File: src/rtl/ra_builder_if.sv
// VRAM write handshake shared by the TA-side writers.
// A word is accepted on a rising clock edge where ra_vram_wr=1 and vram_wait=0.
//   master: drives ra_vram_wr / ra_vram_addr / ra_vram_dout, samples vram_wait
//   slave : samples the write request, drives vram_wait
interface ra_builder_if #(
  parameter int ADDR_W = 24
);
  logic              ra_vram_wr;
  logic [ADDR_W-1:0] ra_vram_addr;
  logic [31:0]       ra_vram_dout;
  logic              vram_wait;

  modport master (
    output ra_vram_wr,
    output ra_vram_addr,
    output ra_vram_dout,
    input  vram_wait
  );

  modport slave (
    input  ra_vram_wr,
    input  ra_vram_addr,
    input  ra_vram_dout,
    output vram_wait
  );
endinterface

File: src/rtl/ra_builder.sv
// Region Array writer.
// Walks the tile grid (x inner, y outer) and writes one RA entry per tile to
// VRAM starting at REGION_BASE. An entry is a control word followed by the
// Object List pointers for opaque, op_mod, trans, tr_mod and (format v2 only)
// puncht. Each OL block sits back to back in the OL area starting at OL_BASE;
// a block holds one fixed-size list per tile.
// Ports:
//   clock, reset_n   system clock, asynchronous active-low reset
//   start            1-cycle build request, only honoured when idle
//   REGION_BASE      RA byte base (word aligned internally)
//   OL_BASE          OL area byte base (word aligned internally)
//   TA_ALLOC_CTRL    per-type OPB size codes, 0 = list not present
//   FPU_PARAM_CFG    bit 21 selects the 6-word entry format
//   tiles_x_m1/_y_m1 grid size minus one
//   zclear           entries request a Z clear
//   vram             VRAM write handshake (master side)
//   busy             build in progress
//   done             1-cycle pulse once the final word is accepted
module ra_builder #(
  parameter int          ADDR_W    = 24,
  parameter logic [31:0] EMPTY_PTR = 32'h8000_0000
) (
  input  logic         clock,
  input  logic         reset_n,
  input  logic         start,
  input  logic [31:0]  REGION_BASE,
  input  logic [31:0]  OL_BASE,
  input  logic [31:0]  TA_ALLOC_CTRL,
  input  logic [31:0]  FPU_PARAM_CFG,
  input  logic [5:0]   tiles_x_m1,
  input  logic [5:0]   tiles_y_m1,
  input  logic         zclear,
  ra_builder_if.master vram,
  output logic         busy,
  output logic         done
);

  localparam int NTYPES = 5;

  typedef enum logic [1:0] {
    S_IDLE,
    S_SETUP,
    S_WRITE,
    S_DONE
  } state_t;

  state_t      state;
  logic [2:0]  setup_k;
  logic [2:0]  word_idx;
  logic [5:0]  tile_x;
  logic [5:0]  tile_y;

  logic [ADDR_W-1:0] region_base_l;
  logic [1:0]        opb_l [NTYPES];
  logic              fmt_v2_l;
  logic [5:0]        xm1_l;
  logic [5:0]        ym1_l;
  logic              zclear_l;
  // Holds base[k] after SETUP, then the current tile's list pointer.
  logic [ADDR_W-1:0] run_ptr [NTYPES];

  logic [12:0] n_tiles;
  logic        accept;
  logic [2:0]  final_word;
  logic        last_word;
  logic        row_end;
  logic        last_tile;
  logic [5:0]  next_x;
  logic [5:0]  next_y;

  // Configuration bits this block never looks at.
  logic unused_cfg_bits;
  assign unused_cfg_bits = ^{REGION_BASE[31:ADDR_W], REGION_BASE[1:0],
                             OL_BASE[31:ADDR_W], OL_BASE[1:0],
                             TA_ALLOC_CTRL[31:18], TA_ALLOC_CTRL[15:14],
                             TA_ALLOC_CTRL[11:10], TA_ALLOC_CTRL[7:6],
                             TA_ALLOC_CTRL[3:2],
                             FPU_PARAM_CFG[31:22], FPU_PARAM_CFG[20:0]};

  // Size in bytes of one list: 0 when absent, else 32/64/128.
  function automatic logic [ADDR_W-1:0] list_size(input logic [1:0] opb);
    list_size = (opb == 2'd0) ? '0 : (ADDR_W'(16) << opb);
  endfunction

  // Size of a whole per-type block: n lists of list_size bytes, done as a shift.
  function automatic logic [ADDR_W-1:0] block_size(input logic [1:0]  opb,
                                                   input logic [12:0] n);
    block_size = (opb == 2'd0) ? '0 : (ADDR_W'(n) << ({1'b0, opb} + 3'd4));
  endfunction

  // Control word: [31] last tile, [30] no-Z-clear, [28] flush (kept 0), [13:8] y, [7:2] x.
  function automatic logic [31:0] ctrl_word(input logic       last,
                                            input logic       zc,
                                            input logic [5:0] x,
                                            input logic [5:0] y);
    ctrl_word = {last, ~zc, 16'h0000, y, x, 2'b00};
  endfunction

  function automatic logic [31:0] ptr_word(input logic [1:0]        opb,
                                           input logic [ADDR_W-1:0] ptr);
    ptr_word = (opb == 2'd0) ? EMPTY_PTR : 32'(ptr);
  endfunction

  always_comb begin
    n_tiles    = ({7'd0, xm1_l} + 13'd1) * ({7'd0, ym1_l} + 13'd1);
    accept     = vram.ra_vram_wr && !vram.vram_wait;
    final_word = fmt_v2_l ? 3'd5 : 3'd4;
    last_word  = (word_idx == final_word);
    row_end    = (tile_x == xm1_l);
    last_tile  = row_end && (tile_y == ym1_l);
    next_x     = row_end ? 6'd0 : tile_x + 6'd1;
    next_y     = row_end ? tile_y + 6'd1 : tile_y;
  end

  // Sequencer and registered VRAM/status outputs.
  always_ff @(posedge clock or negedge reset_n) begin
    if (!reset_n) begin
      state             <= S_IDLE;
      setup_k           <= '0;
      word_idx          <= '0;
      tile_x            <= '0;
      tile_y            <= '0;
      vram.ra_vram_wr   <= 1'b0;
      vram.ra_vram_addr <= '0;
      vram.ra_vram_dout <= '0;
      busy              <= 1'b0;
      done              <= 1'b0;
    end else begin
      done <= 1'b0;
      case (state)
        S_IDLE: begin
          if (start) begin
            busy    <= 1'b1;
            setup_k <= '0;
            state   <= S_SETUP;
          end
        end

        S_SETUP: begin
          setup_k <= setup_k + 3'd1;
          if (setup_k == 3'd4) begin
            state             <= S_WRITE;
            tile_x            <= '0;
            tile_y            <= '0;
            word_idx          <= '0;
            vram.ra_vram_wr   <= 1'b1;
            vram.ra_vram_addr <= region_base_l;
            vram.ra_vram_dout <= ctrl_word((xm1_l == 6'd0) && (ym1_l == 6'd0),
                                           zclear_l, 6'd0, 6'd0);
          end
        end

        S_WRITE: begin
          // Outputs only move on accept, so they hold while vram_wait is high.
          if (accept) begin
            vram.ra_vram_addr <= vram.ra_vram_addr + ADDR_W'(4);
            if (!last_word) begin
              // Word w+1 is the pointer for type w.
              word_idx          <= word_idx + 3'd1;
              vram.ra_vram_dout <= ptr_word(opb_l[word_idx], run_ptr[word_idx]);
            end else if (last_tile) begin
              state           <= S_DONE;
              vram.ra_vram_wr <= 1'b0;
              busy            <= 1'b0;
              done            <= 1'b1;
            end else begin
              word_idx          <= '0;
              tile_x            <= next_x;
              tile_y            <= next_y;
              vram.ra_vram_dout <= ctrl_word((next_x == xm1_l) && (next_y == ym1_l),
                                             zclear_l, next_x, next_y);
            end
          end
        end

        S_DONE: begin
          state <= S_IDLE;
        end

        default: begin
          state <= S_IDLE;
        end
      endcase
    end
  end

  // Latched configuration and list pointers (datapath, no reset needed).
  always_ff @(posedge clock) begin
    if (state == S_IDLE && start) begin
      region_base_l <= {REGION_BASE[ADDR_W-1:2], 2'b00};
      run_ptr[0]    <= {OL_BASE[ADDR_W-1:2], 2'b00};
      for (int k = 0; k < NTYPES; k++) begin
        opb_l[k] <= TA_ALLOC_CTRL[4*k +: 2];
      end
      fmt_v2_l <= FPU_PARAM_CFG[21];
      xm1_l    <= tiles_x_m1;
      ym1_l    <= tiles_y_m1;
      zclear_l <= zclear;
    end else if (state == S_SETUP) begin
      // Cycle k places block k+1 right after block k; the fifth cycle is idle.
      if (setup_k != 3'd4) begin
        run_ptr[setup_k + 3'd1] <= run_ptr[setup_k] + block_size(opb_l[setup_k], n_tiles);
      end
    end else if (state == S_WRITE && accept && last_word) begin
      for (int k = 0; k < NTYPES; k++) begin
        run_ptr[k] <= run_ptr[k] + list_size(opb_l[k]);
      end
    end
  end

endmodule
File: src/flat_wrapper.sv
// flat-port wrapper written by rule: the top's interface ports become plain ports
module ra_builder_flat 
#(
  parameter int          ADDR_W    = 24,
  parameter logic [31:0] EMPTY_PTR = 32'h8000_0000
)
  (clock, reset_n, start, REGION_BASE, OL_BASE, TA_ALLOC_CTRL, FPU_PARAM_CFG, tiles_x_m1, tiles_y_m1, zclear, busy, done, vram_ra_vram_wr, vram_ra_vram_addr, vram_ra_vram_dout, vram_vram_wait);
  ra_builder_if #(.ADDR_W(ADDR_W)) vram_i ();
  input  logic clock;
  input  logic reset_n;
  input  logic start;
  input  logic [31:0] REGION_BASE;
  input  logic [31:0] OL_BASE;
  input  logic [31:0] TA_ALLOC_CTRL;
  input  logic [31:0] FPU_PARAM_CFG;
  input  logic [5:0] tiles_x_m1;
  input  logic [5:0] tiles_y_m1;
  input  logic zclear;
  output logic busy;
  output logic done;
  output wire logic [$bits(vram_i.ra_vram_wr)-1:0] vram_ra_vram_wr;
  output wire logic [$bits(vram_i.ra_vram_addr)-1:0] vram_ra_vram_addr;
  output wire logic [$bits(vram_i.ra_vram_dout)-1:0] vram_ra_vram_dout;
  input wire logic [$bits(vram_i.vram_wait)-1:0] vram_vram_wait;
  assign vram_ra_vram_wr = vram_i.ra_vram_wr;
  assign vram_ra_vram_addr = vram_i.ra_vram_addr;
  assign vram_ra_vram_dout = vram_i.ra_vram_dout;
  assign vram_i.vram_wait = vram_vram_wait;
  ra_builder #(.ADDR_W(ADDR_W), .EMPTY_PTR(EMPTY_PTR)) u_core (.clock(clock), .reset_n(reset_n), .start(start), .REGION_BASE(REGION_BASE), .OL_BASE(OL_BASE), .TA_ALLOC_CTRL(TA_ALLOC_CTRL), .FPU_PARAM_CFG(FPU_PARAM_CFG), .tiles_x_m1(tiles_x_m1), .tiles_y_m1(tiles_y_m1), .zclear(zclear), .vram(vram_i), .busy(busy), .done(done));
endmodule
File: config.mk
export PLATFORM = sky130hd
export DESIGN_NAME = ra_builder_flat
export DESIGN_NICKNAME = d
export VERILOG_FILES = /design/src/rtl/ra_builder_if.sv /design/src/rtl/ra_builder.sv /design/src/flat_wrapper.sv
export SDC_FILE = /design/constraint.sdc
export NUM_CORES = 1
export LEC_CHECK = 0
export BUFFER_PORTS_ARGS = -buffer_cell sky130_fd_sc_hd__buf_2
export CAP_MARGIN = 20
export CORE_MARGIN = 2
export CORE_UTILIZATION = 50
export DETAILED_ROUTE_END_ITERATION = 8
export PLACE_DENSITY = 0.69
export SYNTH_ARGS = -nofsm -noshare
export SYNTH_HDL_FRONTEND = slang
export SYNTH_SLANG_ARGS = --single-unit
File: constraint.sdc
create_clock -name clock -period 8.2 [get_ports clock]
set_input_delay 1.23 -clock clock [delete_from_list [all_inputs] [get_ports clock]]
set_output_delay 1.23 -clock clock [all_outputs]
set_load 0.01 [all_outputs]
## Word-level counts from Yosys, hierarchy flattened

Memories as Yosys holds them, arrays and structs flattened.
Index checks and enable logic that the tools add are counted.

| word-level totals | value |
|---|---|
| memory bits (writable) | 130 |
| output and inout bits | 59 |
| word-level logic and storage cells | 151 |
| memories kept | 2 |
| register bits | 115 |
| bits of input ports | 145 |

Memory list:

| name | words | width | rd ports | clocked after memory_dff | write ports | line | RTL |
|---|---|---|---|---|---|---|---|
| u_core.run_ptr | 5 | 24 | 7 | 0 | 5 | ra_builder.sv:60 | `logic [ADDR_W-1:0] run_ptr [NTYPES];` |
| u_core.opb_l | 5 | 2 | 7 | 0 | 5 | ra_builder.sv:54 | `logic [1:0] opb_l [NTYPES];` |

| cells by class | value |
|---|---|
| reductions and logical operators | 29 |
| mux-type cells | 65 |
| $mul | 1 |
| add/subtract/negate cells | 14 |
| shift operators | 6 |
| eq/ne operators | 17 |
| bitwise operators | 2 |

Operator list:

| operator | count |
|---|---|
| $mux 24 | 10 |
| $mux 32 | 5 |
| $add 24x24->24 | 6 |
| $shl 5x2->24 const A | 5 |
| $pmux 32 s2 | 1 |
| $mux 6 | 9 |
| $pmux 24 s2 | 1 |
| $add 24x3->24 const B | 1 |
| $eq 6x6->1 | 4 |
| $pmux 6 s2 | 2 |
| $reduce_or 24->1 | 1 |
| $shl 13x3->24 | 1 |
| $mux 1 | 21 |
| $reduce_and 5->1 | 4 |
| $mux 3 | 6 |
| $logic_not 2->1 | 8 |
| $add 6x1->7 const B | 2 |
| $mul 13x13->13 | 1 |
| $add 6x1->6 const B | 2 |
| $logic_not 6->1 | 2 |
| $pmux 3 s2 | 2 |
| $mux 2 | 5 |
| $ne 2x1->1 const B | 4 |
| $pmux 2 s4 | 1 |
| other kinds (17) | 30 |

## Depth between registers and ports, before layout

| logic depth | value |
|---|---|
| word-level depth | 10 |
| mapped depth | 29 |
| mapped depth without buffers | 28 |

## Least setup slack after synthesis

No wires, ideal clock.

| path | value |
|---|---|
| path type | register to register |
| start | register u_core.xm1_l[1] |
| end | memory u_core.run_ptr[4][22], data pin |
| required time | 7.927 ns |
| clock period less this slack | 6.743 ns |
| arrival time | 6.470 ns |
| stages on the path, launching flop included | 28 |
| library setup time | 0.273 ns |
| path slack | 1.457 ns |
| path buffers | 1 |
| cell sequence | edfxtp_1 > ha_1 > and3_1 > xnor2_1 > nor2_1 > fa_1 > inv_1 > fa_1 > inv_1 > fa_1 > inv_1 > fa_1 > inv_1 > ha_1 > nand3_1 > a21oi_1 > nor3_1 > o31ai_1 > xnor2_1 > and3_1 > ha_1 > clkbuf_1 > or2_2 > o311a_1 > a211oi_1 > a31oi_1 > a211oi_2 > mux2i_1 |

RTL lines:

| item | line | RTL |
|---|---|---|
| from (decl) | ra_builder.sv:56 | `logic [5:0] xm1_l;` |
| from (signal assigned) | ra_builder.sv:196 | `xm1_l <= tiles_x_m1;` |
| to (decl) | ra_builder.sv:60 |  |

==> results_dict.tcl <==
set metrics [dict create \
    fmax_mhz 128 \
    yosysWarnings 0 \
    period_share_pct 95.1 \
    status "completed" \
    hpwl_um 40900 \
    grt_overflow 0 \
    fin_crit_ps 7800 \
    drtPass1Iterations 6 \
    power_mw 11.3 \
    grt_busiest_layer "met2" \
    rsz0062_at_grt "no" \
    clockPowerShare_pct 14.3 \
    peakVddDrop_v 0.000481 \
    cp-start-kind "flip-flop" \
    cp.required_ps 8490 \
    power.switching_mw 5.49 \
    timing.rr.end "u_core.run_ptr[1][22]" \
    hold_viol 0 \
    portBuffers 122 \
    ys_seq_elements 309 \
    drv_cap 0 \
    grt_use_met3_pct 4.72 \
    p_leak_nw 9.05 \
    cts_inserted_buffers 37 \
    die_h_um 208 \
    gp_routability_congestion 1.01 \
    avgSynthCellArea_um2 10.7 \
    hold_start "u_core.vram.ra_vram_dout[9]" \
    wl_per_cell_um 21.8 \
    worst_pin_slew_ps 1050 \
    grt_start_max_net_pins 72 \
    cts_resized 0 \
    cp.arrival_ps 8090 \
    setup_tns_ps 0 \
    r2r_cells 26 \
    die_x_um 208 \
    cts_sinks 309 \
    hold_ws_ps 475 \
    grt_pass1_wl_um 88500 \
    grtUsageTotal_pct 26.2 \
    final_util_pct 56.5 \
    post-cts-setup-buffer-count 0 \
    synthTopCellsByArea "edfxtp_1 (34%), mux4_2 (11%), dfrtp_1 (8.5%), nand2_1 (4.5%), ha_1 (4.4%)" \
    io_pins 204 \
    syn2layout_area_growth_pct 11.2 \
    drt_wl_total_um 57000 \
    clkTransAtPathRegs_ps 60 \
    final_cell_area_mm2 0.0231 \
    finClkSkew_ps 20.3 \
    grt_pass1_vias 15752 \
    cp-startpoint "u_core.ym1_l[2]" \
    detail_route.iter0.violations 1621 \
    synth-edff-count 238 \
    async_flop_share_pct 23.0 \
    p_per_area_mw_per_mm2 488 \
    yosysTopAreaCell "edfxtp_1" \
    post_drt_via_cell_ratio 6.13 \
    cts_tree "done" \
    std_cell_rows 74 \
    ys_seq_area_share_pct 42.9 \
    synthDistinctLibCells 90 \
    vias 16014 \
    root_buffer "clkbuf_16" \
    postPlaceCellArea_mm2 0.0219 \
    die_area_mm2 0.0433 \
    r2r-start "u_core.ym1_l[2]" \
    antenna_found_initial 1 \
    cellInternalPower_mw 5.80 \
    synth-main-ff-cell "edfxtp_1" \
    worst-path-max-fanout 7 \
    coreArea_mm2 0.0409 \
    use_met1_pct 36.3 \
    use_met2_pct 42.1 \
    seqPwrFrac_pct 25.0 \
    whs_path_depth 2 \
    clkLatencyLatePin_ps 560 \
    slew_violations 0 \
    initial_core_util_pct 50.8 \
    htreeDepth 2 \
    pwr-share-comb_pct 60.7 \
    slew-limit-headroom_pct 30.2 \
    drive_above_1_share_pct 18.1 \
    hp-class "reg -> reg" \
    nNetsFinal 2299 \
    clock_path_buffers 3 \
    setup_violations 0 \
    worstHoldEndpoint "u_core.vram.ra_vram_dout[9]" \
    ant_nets 0 \
    end_kind "flip-flop" \
    yosysTopAreaCellShare_pct 34.3 \
    cts_hold_buf 0 \
    netlist_instances 1950 \
    syn_area_mm2 0.0208 \
    swShare_pct 48.6 \
    reg2reg_slack_ps 400 \
    drc_errors 0 \
    antennaDiodeCount 0 \
    worst-setup-path-type "reg -> reg" \
]
worst max-delay path by stage:
stage | to | slack, ps | cells after the start
floorplan | u_core.run_ptr[4][22] | 1460 | 27
global placement | u_core.run_ptr[3][22] | 640 | 26
detailed placement | u_core.run_ptr[1][22] | 560 | 26
CTS | u_core.run_ptr[1][22] | 460 | 26
global route | u_core.run_ptr[0][22] | 60 | 28
finish | u_core.run_ptr[1][22] | 400 | 26
cell usage after synthesis (4+ instances only):
library cell,number
a31oi_1,9
or3_1,5
o211ai_1,11
mux2i_1,42
buf_4,12
dfrtp_1,71
o22ai_1,25
buf_1,6
ha_1,74
mux4_2,101
mux2_2,7
o21ai_0,123
nand3_1,61
and2_1,16
inv_1,95
a21oi_1,102
edfxtp_1,238
a22o_1,9
o31ai_1,7
nor2_1,152
nand4_1,28
and3_1,38
xor2_1,57
nand2_1,251
or2_2,16
a21o_1,18
nor4_1,10
a32o_1,5
xnor2_1,91
a22oi_1,4
o21ai_1,14
clkbuf_1,45
nor3_1,18
fa_1,29
buf_2,44
a211oi_1,10
nand2b_1,17
nor2b_1,15
final cells by class:
| class | count | area [um2] |
|---|---|---|
| Fill cell | 3520 | 17800 |
| Multi-Input combinational cell | 1443 | 11100 |
| Sequential cell | 309 | 8930 |
| Clock buffer | 46 | 991 |
| Timing Repair Buffer | 163 | 925 |
| Tap cell | 532 | 666 |
| Inverter | 97 | 367 |
| Clock inverter | 22 | 184 |
power groups by stage:
stage | clock network, mW | registers, mW | logic (mW)
5_1_grt | 1.70 | 2.86 | 7.46
3_3_place_gp | 0 | 2.82 | 6.47
2_1_floorplan | 0 | 2.75 | 4.60
6_report | 1.61 | 2.83 | 6.85
3_5_place_dp | 0 | 2.84 | 6.70
4_1_cts | 1.63 | 2.82 | 6.74
cells by family after synthesis:
logic type | after synthesis | share of synthesized area (%)
other cells | 1 | 0.0180
buf+inv | 206 | 4.28
simple gates | 653 | 14.7
fa+ha+maj | 103 | 7.24
flops | 309 | 42.9
mux | 152 | 13.5
xor+xnor | 149 | 6.31
compound gates | 377 | 11.0
worst max-delay path, stage by stage, from the launching register on:
cell and delay (ps):
edfxtp_1 500, and3_1 250, nand3_1 100, xor2_1 450, nand2b_1 200, fa_1 460, fa_1 560, inv_1 70
fa_1 540, inv_1 50, fa_1 520, inv_1 40, ha_1 360, a2111oi_0 410, a21oi_1 180, xor2_1 270
a21oi_1 110, a31oi_1 400, ha_1 380, a211oi_1 350, o21ai_0 170, o311a_1 180, a211oi_1 220, a31oi_1 90
a211oi_2 370, buf_4 220, o21ai_1 60
through the flow:
step	setup WS [ps]	cells
2_1_floorplan	1460	1958
5_1_grt	62.7	2612
3_3_place_gp	643	2543
4_1_cts	462	2611
3_5_place_dp	556	2543
6_report	404	2612
sequential cells by signal, summed over array words and instances, names as in the netlist:
register                  flops
u_core.opb_l                 10
u_core.word_idx               3
u_core.vram.ra_vram_addr     22
u_core.run_ptr              192
u_core.vram.ra_vram_wr        1
u_core.done                   1
u_core.ym1_l                  6
u_core.busy                   1
u_core.state                  2
u_core.xm1_l                  6
u_core.tile_x                 6
u_core.setup_k                3
u_core.vram.ra_vram_dout     26
u_core.zclear_l               1
u_core.fmt_v2_l               1
u_core.region_base_l         22
u_core.tile_y                 6
routing by layer:
layer	up-vias	routed length [um]
li1	7329	-
met1	7945	24100
met2	641	26600
met3	99	4580
met4	0	1650
met5	-	0
placed cells by master (no fill, tap or decap), types with 9 or more instances in the layout:
master     synthesis  routed
a211oi_1          10      10
a21o_1            18      18
a21oi_1          102     101
a22o_1             9       9
a31oi_1            9       9
and2_1            16      16
and3_1            38      38
buf_2             44     121
buf_4             12      41
clkbuf_16          0      38
conb_1             1       9
dfrtp_1           71      67
edfxtp_1         238     238
fa_1              29      29
ha_1              74      73
inv_1             95      94
mux2i_1           42      42
mux4_2           101     101
nand2_1          251     251
nand2b_1          17      17
nand3_1           61      61
nand4_1           28      28
nor2_1           152     150
nor2b_1           15      15
nor3_1            18      17
nor4_1            10      10
o211ai_1          11      11
o21ai_0          123     123
o21ai_1           14      14
o22ai_1           25      25
or2_2             16      16
xnor2_1           91      91
xor2_1            57      57
(Power assumes the default switching activity.)
